**config.mk**
```make
export PLATFORM = sky130hd
export DESIGN_NAME = symbol_packer
export DESIGN_NICKNAME = d
export VERILOG_FILES = /design/src/rtl/symbol_packer.sv
export SDC_FILE = /design/constraint.sdc
export NUM_CORES = 1
export LEC_CHECK = 0
export BUFFER_PORTS_ARGS = -buffer_cell sky130_fd_sc_hd__buf_2
export CORE_AREA = 2 2 71 73
export CTS_CLUSTER_DIAMETER = 40
export DETAILED_ROUTE_END_ITERATION = 10
export DIE_AREA = 0 0 73 75
export PLACE_DENSITY = 0.81
export SYNTH_ARGS = -nofsm -noshare
export SYNTH_HDL_FRONTEND = slang
export SYNTH_SLANG_ARGS = --single-unit
```
**constraint.sdc**
```tcl
create_clock -name clk -period 3.9 [get_ports clk]
set_input_delay 0 -clock clk [delete_from_list [all_inputs] [get_ports clk]]
set_output_delay 0 -clock clk [all_outputs]
set_load 0.005 [all_outputs]
```
**src/rtl/symbol_packer.sv**
```systemverilog
// Packs BITS_PER_SYM-bit symbols into OUT_WIDTH-bit words behind a small FIFO.
// Define SYMBOL_PACKER_LSB_FIRST_EN for LSB-first packing (default MSB-first).
module symbol_packer #(
    parameter int MODULATION_ORDER = 16,
    parameter int OUT_WIDTH        = 8,
    parameter int FIFO_DEPTH       = 4
) (
    input  logic                                clk,
    input  logic                                rst,
    input  logic                                i_dv,
    input  logic [$clog2(MODULATION_ORDER)-1:0] i_symbol,
    input  logic                                i_last,
    output logic                                o_dv,
    output logic [OUT_WIDTH-1:0]                o_word,
    output logic                                o_last,
    input  logic                                i_ready,
    output logic                                o_overflow
);
    localparam int BPS   = $clog2(MODULATION_ORDER);
    localparam int ACC_W = OUT_WIDTH + BPS;
    localparam int CW    = $clog2(ACC_W) + 1;
    localparam int PW    = $clog2(FIFO_DEPTH);
    localparam logic [CW-1:0] OUT_C = CW'(OUT_WIDTH);
    localparam logic [CW-1:0] BPS_C = CW'(BPS);

    typedef enum logic {PACK, FLUSH} state_t;

    state_t           state_q, state_d;
    logic [ACC_W-1:0] acc_q, acc_d;
    logic [CW-1:0]    cnt_q, cnt_d;
    logic             ovf_q, ovf_d;
    logic [PW:0]      wr_q, wr_d, rd_q, rd_d;
    logic [OUT_WIDTH-1:0] mem_word_q [FIFO_DEPTH];
    logic                 mem_last_q [FIFO_DEPTH];

    logic [ACC_W-1:0]     acc_app, rem_app;
    logic [CW-1:0]        cnt_app;
    logic [OUT_WIDTH-1:0] word_app, flush_word, push_word;
    logic                 push, push_last, do_push, pop, full;

    always_comb begin
        state_d   = state_q;
        acc_d     = acc_q;
        cnt_d     = cnt_q;
        ovf_d     = ovf_q;
        push      = 1'b0;
        push_word = '0;
        push_last = 1'b0;
        cnt_app   = cnt_q + BPS_C;
`ifdef SYMBOL_PACKER_LSB_FIRST_EN
        acc_app    = acc_q | (ACC_W'(i_symbol) << cnt_q);
        word_app   = acc_app[OUT_WIDTH-1:0];
        rem_app    = acc_app >> OUT_WIDTH;
        flush_word = acc_q[OUT_WIDTH-1:0];
`else
        // Bits are kept right-aligned; the oldest cnt bits sit just below bit cnt.
        acc_app    = (acc_q << BPS) | ACC_W'(i_symbol);
        word_app   = OUT_WIDTH'(acc_app >> (cnt_app - OUT_C));
        rem_app    = acc_app & ~({ACC_W{1'b1}} << (cnt_app - OUT_C));
        flush_word = OUT_WIDTH'(acc_q << (OUT_C - cnt_q));
`endif
        if (state_q == FLUSH) begin
            push      = 1'b1;
            push_word = flush_word;
            push_last = 1'b1;
            acc_d     = '0;
            cnt_d     = '0;
            state_d   = PACK;
            if (i_dv) ovf_d = 1'b1;
        end else if (i_dv) begin
            if (cnt_app >= OUT_C) begin
                push      = 1'b1;
                push_word = word_app;
                push_last = i_last && (cnt_app == OUT_C);
                acc_d     = rem_app;
                cnt_d     = cnt_app - OUT_C;
            end else begin
                acc_d = acc_app;
                cnt_d = cnt_app;
            end
            if (i_last && (cnt_d != '0)) state_d = FLUSH;
        end
        pop     = o_dv && i_ready;
        full    = (wr_q[PW] != rd_q[PW]) && (wr_q[PW-1:0] == rd_q[PW-1:0]);
        do_push = push && (!full || pop);
        if (push && !do_push) ovf_d = 1'b1;
        wr_d = wr_q + (PW+1)'(do_push);
        rd_d = rd_q + (PW+1)'(pop);
    end

    always_ff @(posedge clk) begin
        if (rst) begin
            state_q <= PACK;
            acc_q   <= '0;
            cnt_q   <= '0;
            ovf_q   <= 1'b0;
            wr_q    <= '0;
            rd_q    <= '0;
            for (int i = 0; i < FIFO_DEPTH; i++) begin
                mem_word_q[i] <= '0;
                mem_last_q[i] <= 1'b0;
            end
        end else begin
            state_q <= state_d;
            acc_q   <= acc_d;
            cnt_q   <= cnt_d;
            ovf_q   <= ovf_d;
            wr_q    <= wr_d;
            rd_q    <= rd_d;
            if (do_push) begin
                mem_word_q[wr_q[PW-1:0]] <= push_word;
                mem_last_q[wr_q[PW-1:0]] <= push_last;
            end
        end
    end

    assign o_dv       = (wr_q != rd_q);
    assign o_word     = mem_word_q[rd_q[PW-1:0]];
    assign o_last     = mem_last_q[rd_q[PW-1:0]];
    assign o_overflow = ovf_q;

endmodule

```
==> results of run 1 <==
layout make-up:
type | count | share of cell area (%)
inverters | 5 | 0.6240
multi-input cells | 155 | 40.60
flip-flops and latches | 55 | 48.59
well taps | 54 | 2.246
clock inverters | 3 | 0.8319
repair buffers | 24 | 4.825
clock buffers | 5 | 2.288
report_power, final:
part,internal [mW],switching [mW],total [mW]
Clock,0.129,0.187,0.315
Sequential,0.670,0.0617,0.732
Combinational,0.195,0.205,0.400
Total,0.994,0.454,1.45
critical path, stage by stage (launching register included):
cell and delay (ps):
dfxtp_1 580, ha_1 350, xnor2_4 160, ha_1 270, nor2b_1 270, a311oi_4 120
or4_1 650, nand2b_1 360
metal layers:
layer / vias up / GRT usage, % / wire [um] / share of wire, %
met4: 0 / 5.967 / 68 / 1.4
li1: 887 / - / - / -
met1: 865 / 25.96 / 2152 / 43
met2: 44 / 37.44 / 2613 / 52
met3: 8 / 3.614 / 202 / 4.0
met5: - / 0 / 0 / 0
how the worst max path moves through the flow:
stage	from	to	cells after the start	slack [ps]
finish	cnt_q[2]$_SDFFE_PP0P_	mem_word_q[1][1]$_SDFFCE_PN0P_	7	800
floorplan	cnt_q[2]$_SDFFE_PP0P_	mem_last_q[1]$_SDFFCE_PN0P_	8	1320
detailed placement	cnt_q[2]$_SDFFE_PP0P_	mem_word_q[1][5]$_SDFFCE_PN0P_	7	840
global placement	cnt_q[2]$_SDFFE_PP0P_	mem_word_q[1][5]$_SDFFCE_PN0P_	7	960
CTS	cnt_q[2]$_SDFFE_PP0P_	mem_word_q[1][5]$_SDFFCE_PN0P_	7	820
global route	cnt_q[2]$_SDFFE_PP0P_	mem_word_q[2][2]$_SDFFCE_PN0P_	7	590
state kept, by name, indices dropped and copies added, names as in the netlist:
| name | count |
|---|---|
| rd_q | 3 |
| mem_last_q | 4 |
| acc_q | 8 |
| wr_q | 3 |
| state_q | 1 |
| cnt_q | 3 |
| o_overflow | 1 |
| mem_word_q | 32 |
layout by cell type, fill, tap and decap left out, types with 7 or more instances in the layout:
master,count
edfxtp_1,36
nor2_1,26
dfxtp_1,19
buf_2,19
and2_1,13
nand2b_1,10
mux4_2,9
a21oi_1,8
mux2i_1,8
ha_1,8
nor2b_1,7
per-stage QoR:
stage          hold WS (ps)  cells  cell area [um^2]  power (mW)  util (%)
2_1_floorplan         144.5    228              2770       1.046         -
3_3_place_gp          281.5    288              2864       1.131     61.45
3_5_place_dp          287.4    288              2864       1.143     61.45
4_1_cts               98.02    301              3008       1.458     64.54
5_1_grt               138.9    301              3008       1.532     64.54
6_report              107.2    301              3008       1.447     64.54
timing repair:
action | in CTS | in global routing
hold endpoints to repair | 5 | 0
hold buffers | 5 | 0
endpoints found under the setup margin | 0 | 0
cells by family after synthesis:
group	after synthesis	share of synthesized area [%]
AO/OA/AOI/OAI	27	7.724
XOR/XNOR	8	3.207
adder cells (fa/ha/maj)	8	3.614
buffers and inverters	18	3.162
flip-flops	55	52.76
multiplexers	17	10.21
AND/OR/NAND/NOR	95	19.33
==> results.py, run 1 <==
metrics = {
    "route": {
        "routed-via-count": 1804,
        "vias_per_cell": 5.993,
        "drcViolationCount": 0,
        "drt_first_pass_iters": 4,
        "wire_per_inst_um": 16.73,
        "detail-route-antenna-nets": 0,
        "routed_wl_mm": 5.037,
        "drtIter0Drc": 162,
    },
    "pwr": {
        "p_per_area_mw_per_mm2": 481.2,
        "p_leak_nw": 1.137,
        "ir_drop_v": 0.0002553,
    },
    "sta": {
        "rsz0062_at_grt": "no",
        "fin_crit_sh_pct": 79.37,
        "worstMarginPinSlew_ps": 872.5,
        "setup_viol": 0,
        "setup_tns_ps": 0,
        "layout_setup_ws_ps": 804.5,
        "finalClockSkew_ps": 8.080,
        "min_period_ps": 3096,
        "maxSlewViolCount": 0,
        "timing.slew.headroom_pct": 41.35,
        "hold_viol": 0,
        "timing.fmax_mhz": 323.0,
    },
    "worst_setup_path": {
        "r2r_slack_ps": 800,
        "crit_type": "flip-flop to flip-flop",
        "worst-endpoint-arrival_ps": 3080,
        "r2r-start": "cnt_q[2]$_SDFFE_PP0P_",
        "start_kind": "flip-flop",
        "r2r-end": "mem_word_q[1][1]$_SDFFCE_PN0P_",
        "cp-end-kind": "flip-flop",
        "ff2ff_path_depth": 7,
        "crit_required_ps": 3880,
        "critPathMaxFanout": 10,
    },
    "global_route": {
        "grt_pass1_vias": 1793,
        "grt_pass1_wl_mm": 8.514,
        "grt_max_degree": 28,
        "overflow": 0,
        "grt_antenna_before_repair": 0,
        "grt_use_total_pct": 20.84,
    },
    "cts": {
        "clk_latency_ps": 310,
        "cts_buffers": 5,
        "clk_pin_slew_ps": 100,
        "cts_resized": 0,
        "cts_buffer_depth": 2,
        "post_cts_buffers": 0,
        "h-tree-depth": 2,
        "cts_tree": "done",
        "cts_sinks": 55,
        "clockRootBuffer": "clkbuf_8",
    },
    "synth": {
        "synthesis.nets": 245,
        "synth.most_common_cell": "edfxtp_1",
        "synth_warnings": 0,
        "synth_common_cells": "edfxtp_1, nor2_1, dfxtp_1, and2_1, nand2b_1",
        "synth_top_area_share_pct": 39.02,
        "ys_ff_latch": 55,
        "synth.yosys.seq_area_share_pct": 52.76,
        "async_flop_share_pct": 0,
        "avgSynthCellArea_um2": 12.15,
        "syn_area_mm2": 0.002770,
        "syn_inst": 228,
        "yosys.area.top_type": "edfxtp_1",
        "synth_edf_count": 36,
        "synth_area_leaders": "edfxtp_1, dfxtp_1, mux4_2, ha_1, nor2_1",
        "yosysUniqueCellTypes": 39,
        "ys.flop_type": "edfxtp_1",
    },
    "finish": {
        "diodes": 0,
        "layout-drive-gt1-share_pct": 18.22,
        "ff_latch_area_mm2": 0.001461,
        "fin_nets": 263,
        "fillers": 362,
        "area_growth_pct": 8.582,
        "multi_input_area_mm2": 0.001221,
    },
    "placement": {
        "place.detailed.hpwl_mm": 3.674,
        "portBuffers": 19,
        "place.gp.congestion": 0.8171,
        "post-place-ws_ps": 837.4,
    },
    "die": {
        "die_w_um": 73,
        "boundaryPins": 20,
        "design.die.area_mm2": 0.005475,
        "fp-row-count": 25,
        "initial_utilization_pct": 59.44,
        "die_h_um": 75,
        "core_mm2": 0.004661,
    },
    "min_path": {
        "hold_path.startpoint": "rst",
        "hold_end": "o_overflow$_SDFFE_PP0P_",
        "holdPathStages": 2,
        "min_path_type": "input pin to flip-flop",
    },
    "status": {
        "status": "complete, no violations",
    },
    "flow_run": {
        "max_cap_violations": 0,
    },
}
(Power assumes the default switching activity.)
==> run 2: changes to the inputs <==
- CORE_AREA: 2 2 71 73 -> 2 2 75 77
- DIE_AREA: 0 0 73 75 -> 0 0 77 79
- PLACE_DENSITY: 0.81 -> 0.77
- clock period: 3.9 -> 2.6 ns (I/O delays scaled with it)
==> results.py, run 2 (synthesis results as in run 1) <==
metrics = {
    "route": {
        "routed-via-count": 1806,
        "drtIter0Drc": 121,
        "vias_per_cell": 5.440,
        "routed_wl_mm": 4.902,
        "drt_first_pass_iters": 4,
        "wire_per_inst_um": 14.77,
        "drcViolationCount": 0,
        "detail-route-antenna-nets": 0,
    },
    "sta": {
        "layout_setup_ws_ps": 170.7,
        "hold_slack_ps": 120.3,
        "setup_tns_ps": 0,
        "fin_crit_sh_pct": 93.43,
        "worstMarginPinSlew_ps": 856.2,
        "maxSlewViolCount": 0,
        "min_period_ps": 2429,
        "timing.fmax_mhz": 411.6,
        "rsz0062_at_grt": "no",
        "timing.slew.headroom_pct": 42.44,
        "hold_viol": 0,
        "setup_viol": 0,
        "finalClockSkew_ps": 4.492,
    },
    "worst_setup_path": {
        "worst-endpoint-arrival_ps": 2610,
        "cpMaxStageDelayCell": "a311o_2",
        "path_delay_family": "adder cells",
        "critPathMaxFanout": 8,
        "cpMostUsedCell": "ha_1",
        "start_kind": "flip-flop",
        "crit_buf_inv": 1,
        "cp-end-kind": "flip-flop",
        "crit_required_ps": 2780,
        "cp_cell_sequence": "ha_1 > xnor2_4 > ha_1 > nor2b_2 > a311o_2 > nand2_4 > inv_1 > ha_1 > ha_1 > nor2b_1",
        "crit_type": "flip-flop to flip-flop",
        "max_stage_delay_ps": 450,
    },
    "placement": {
        "place.detailed.hpwl_mm": 3.558,
        "post-place-ws_ps": 54.23,
        "placed_cell_area_mm2": 0.002984,
        "place.gp.congestion": 0.8229,
        "portBuffers": 19,
    },
    "die": {
        "boundaryPins": 20,
        "die_w_um": 77,
        "core_mm2": 0.005338,
        "die_h_um": 79,
        "fp-row-count": 27,
        "design.die.area_mm2": 0.006083,
        "initial_utilization_pct": 51.90,
    },
    "cts": {
        "post_cts_buffers": 0,
        "h-tree-depth": 2,
        "clk_latency_ps": 300,
        "clockRootBuffer": "clkbuf_8",
        "cts_sinks": 55,
        "cts_buffer_depth": 2,
        "clk_pin_slew_ps": 100,
        "cts_tree": "done",
        "cts_buffers": 5,
    },
    "global_route": {
        "gr-usage-met1_pct": 22.40,
        "grt_pass1_wl_mm": 8.376,
        "grt_antenna_before_repair": 0,
        "grt_pass1_vias": 1757,
        "grt_use_met2_pct": 31.23,
        "use_met3_pct": 3.409,
        "overflow": 0,
        "grt_use_total_pct": 17.53,
        "grt_max_degree": 28,
        "grt_most_used_layer": "met2",
    },
    "finish": {
        "top_regs": "mem_word_q x32, acc_q x8, mem_last_q x4",
        "design_area_mm2": 0.003157,
        "fin_nets": 276,
        "multi_input_area_mm2": 0.001229,
        "diodes": 0,
        "final_common_cell": "edfxtp_1",
        "layout_common_cells": "edfxtp_1, nor2_1, dfxtp_1, buf_2",
        "layout-drive-gt1-share_pct": 23.46,
        "largest_reg_flops": 32,
        "area_growth_pct": 13.96,
        "ff_latch_area_mm2": 0.001461,
        "fillers": 462,
        "regMostFlops": "mem_word_q",
    },
    "min_path": {
        "min_path_type": "input pin to flip-flop",
    },
    "status": {
        "status": "complete, no violations",
    },
    "pwr": {
        "p_per_area_mw_per_mm2": 732.8,
        "power_mw": 2.313,
        "p_leak_nw": 1.211,
        "ir_drop_v": 0.0003826,
    },
    "flow_run": {
        "max_cap_violations": 0,
    },
}
==> run 2: cell count changes in the layout (fill, tap and decap cells not counted), sizes merged <==
cell,previous run,this run
buf,19,32
bufinv,0,1
clkinv,2,0
inv,5,6
==> run 2: timing repair <==
item,4_1_cts,5_1_grt
resized for setup,0,3
endpoints found under the setup margin,0,18
hold endpoints to repair,5,0
hold buffers,5,0
==> run 2: cell type report <==
cell class / instances / area share, %
multi-input combinational: 155 / 38.92
timing repair buffer: 37 / 7.689
tap: 72 / 2.854
clock inverter: 3 / 1.467
inverter: 5 / 0.5945
sequential: 55 / 46.29
clock buffer: 5 / 2.180
==> run 2: metal layers <==
metal	vias to the layer above	wire length [um]
met1	854	2282
li1	910	-
met3	4	150
met5	-	0
met4	0	44
met2	38	2425
==> run 2: path summary, 6_finish.rpt <==
path                              to  cells after the start  slack [ps]                     from
max reg2reg       wr_q[1]$_SDFF_PP0_                     10         170    cnt_q[2]$_SDFFE_PP0P_
min reg2reg  o_overflow$_SDFFE_PP0P_                      2         510  o_overflow$_SDFFE_PP0P_
max               wr_q[1]$_SDFF_PP0_                     10         170    cnt_q[2]$_SDFFE_PP0P_
min               wr_q[2]$_SDFF_PP0_                      2         120                      rst
==> run 2: power by group <==
part,switching [mW],internal (mW)
sequential,0.0499,1.01
clock,0.278,0.290
combinational,0.356,0.334
total,0.684,1.63
==> run 2: per-stage QoR <==
step,utilization (%),cells
floorplan,-,228
global placement,55.91,319
CTS,59.00,332
detailed placement,55.91,319
finish,59.14,332
global route,59.14,332
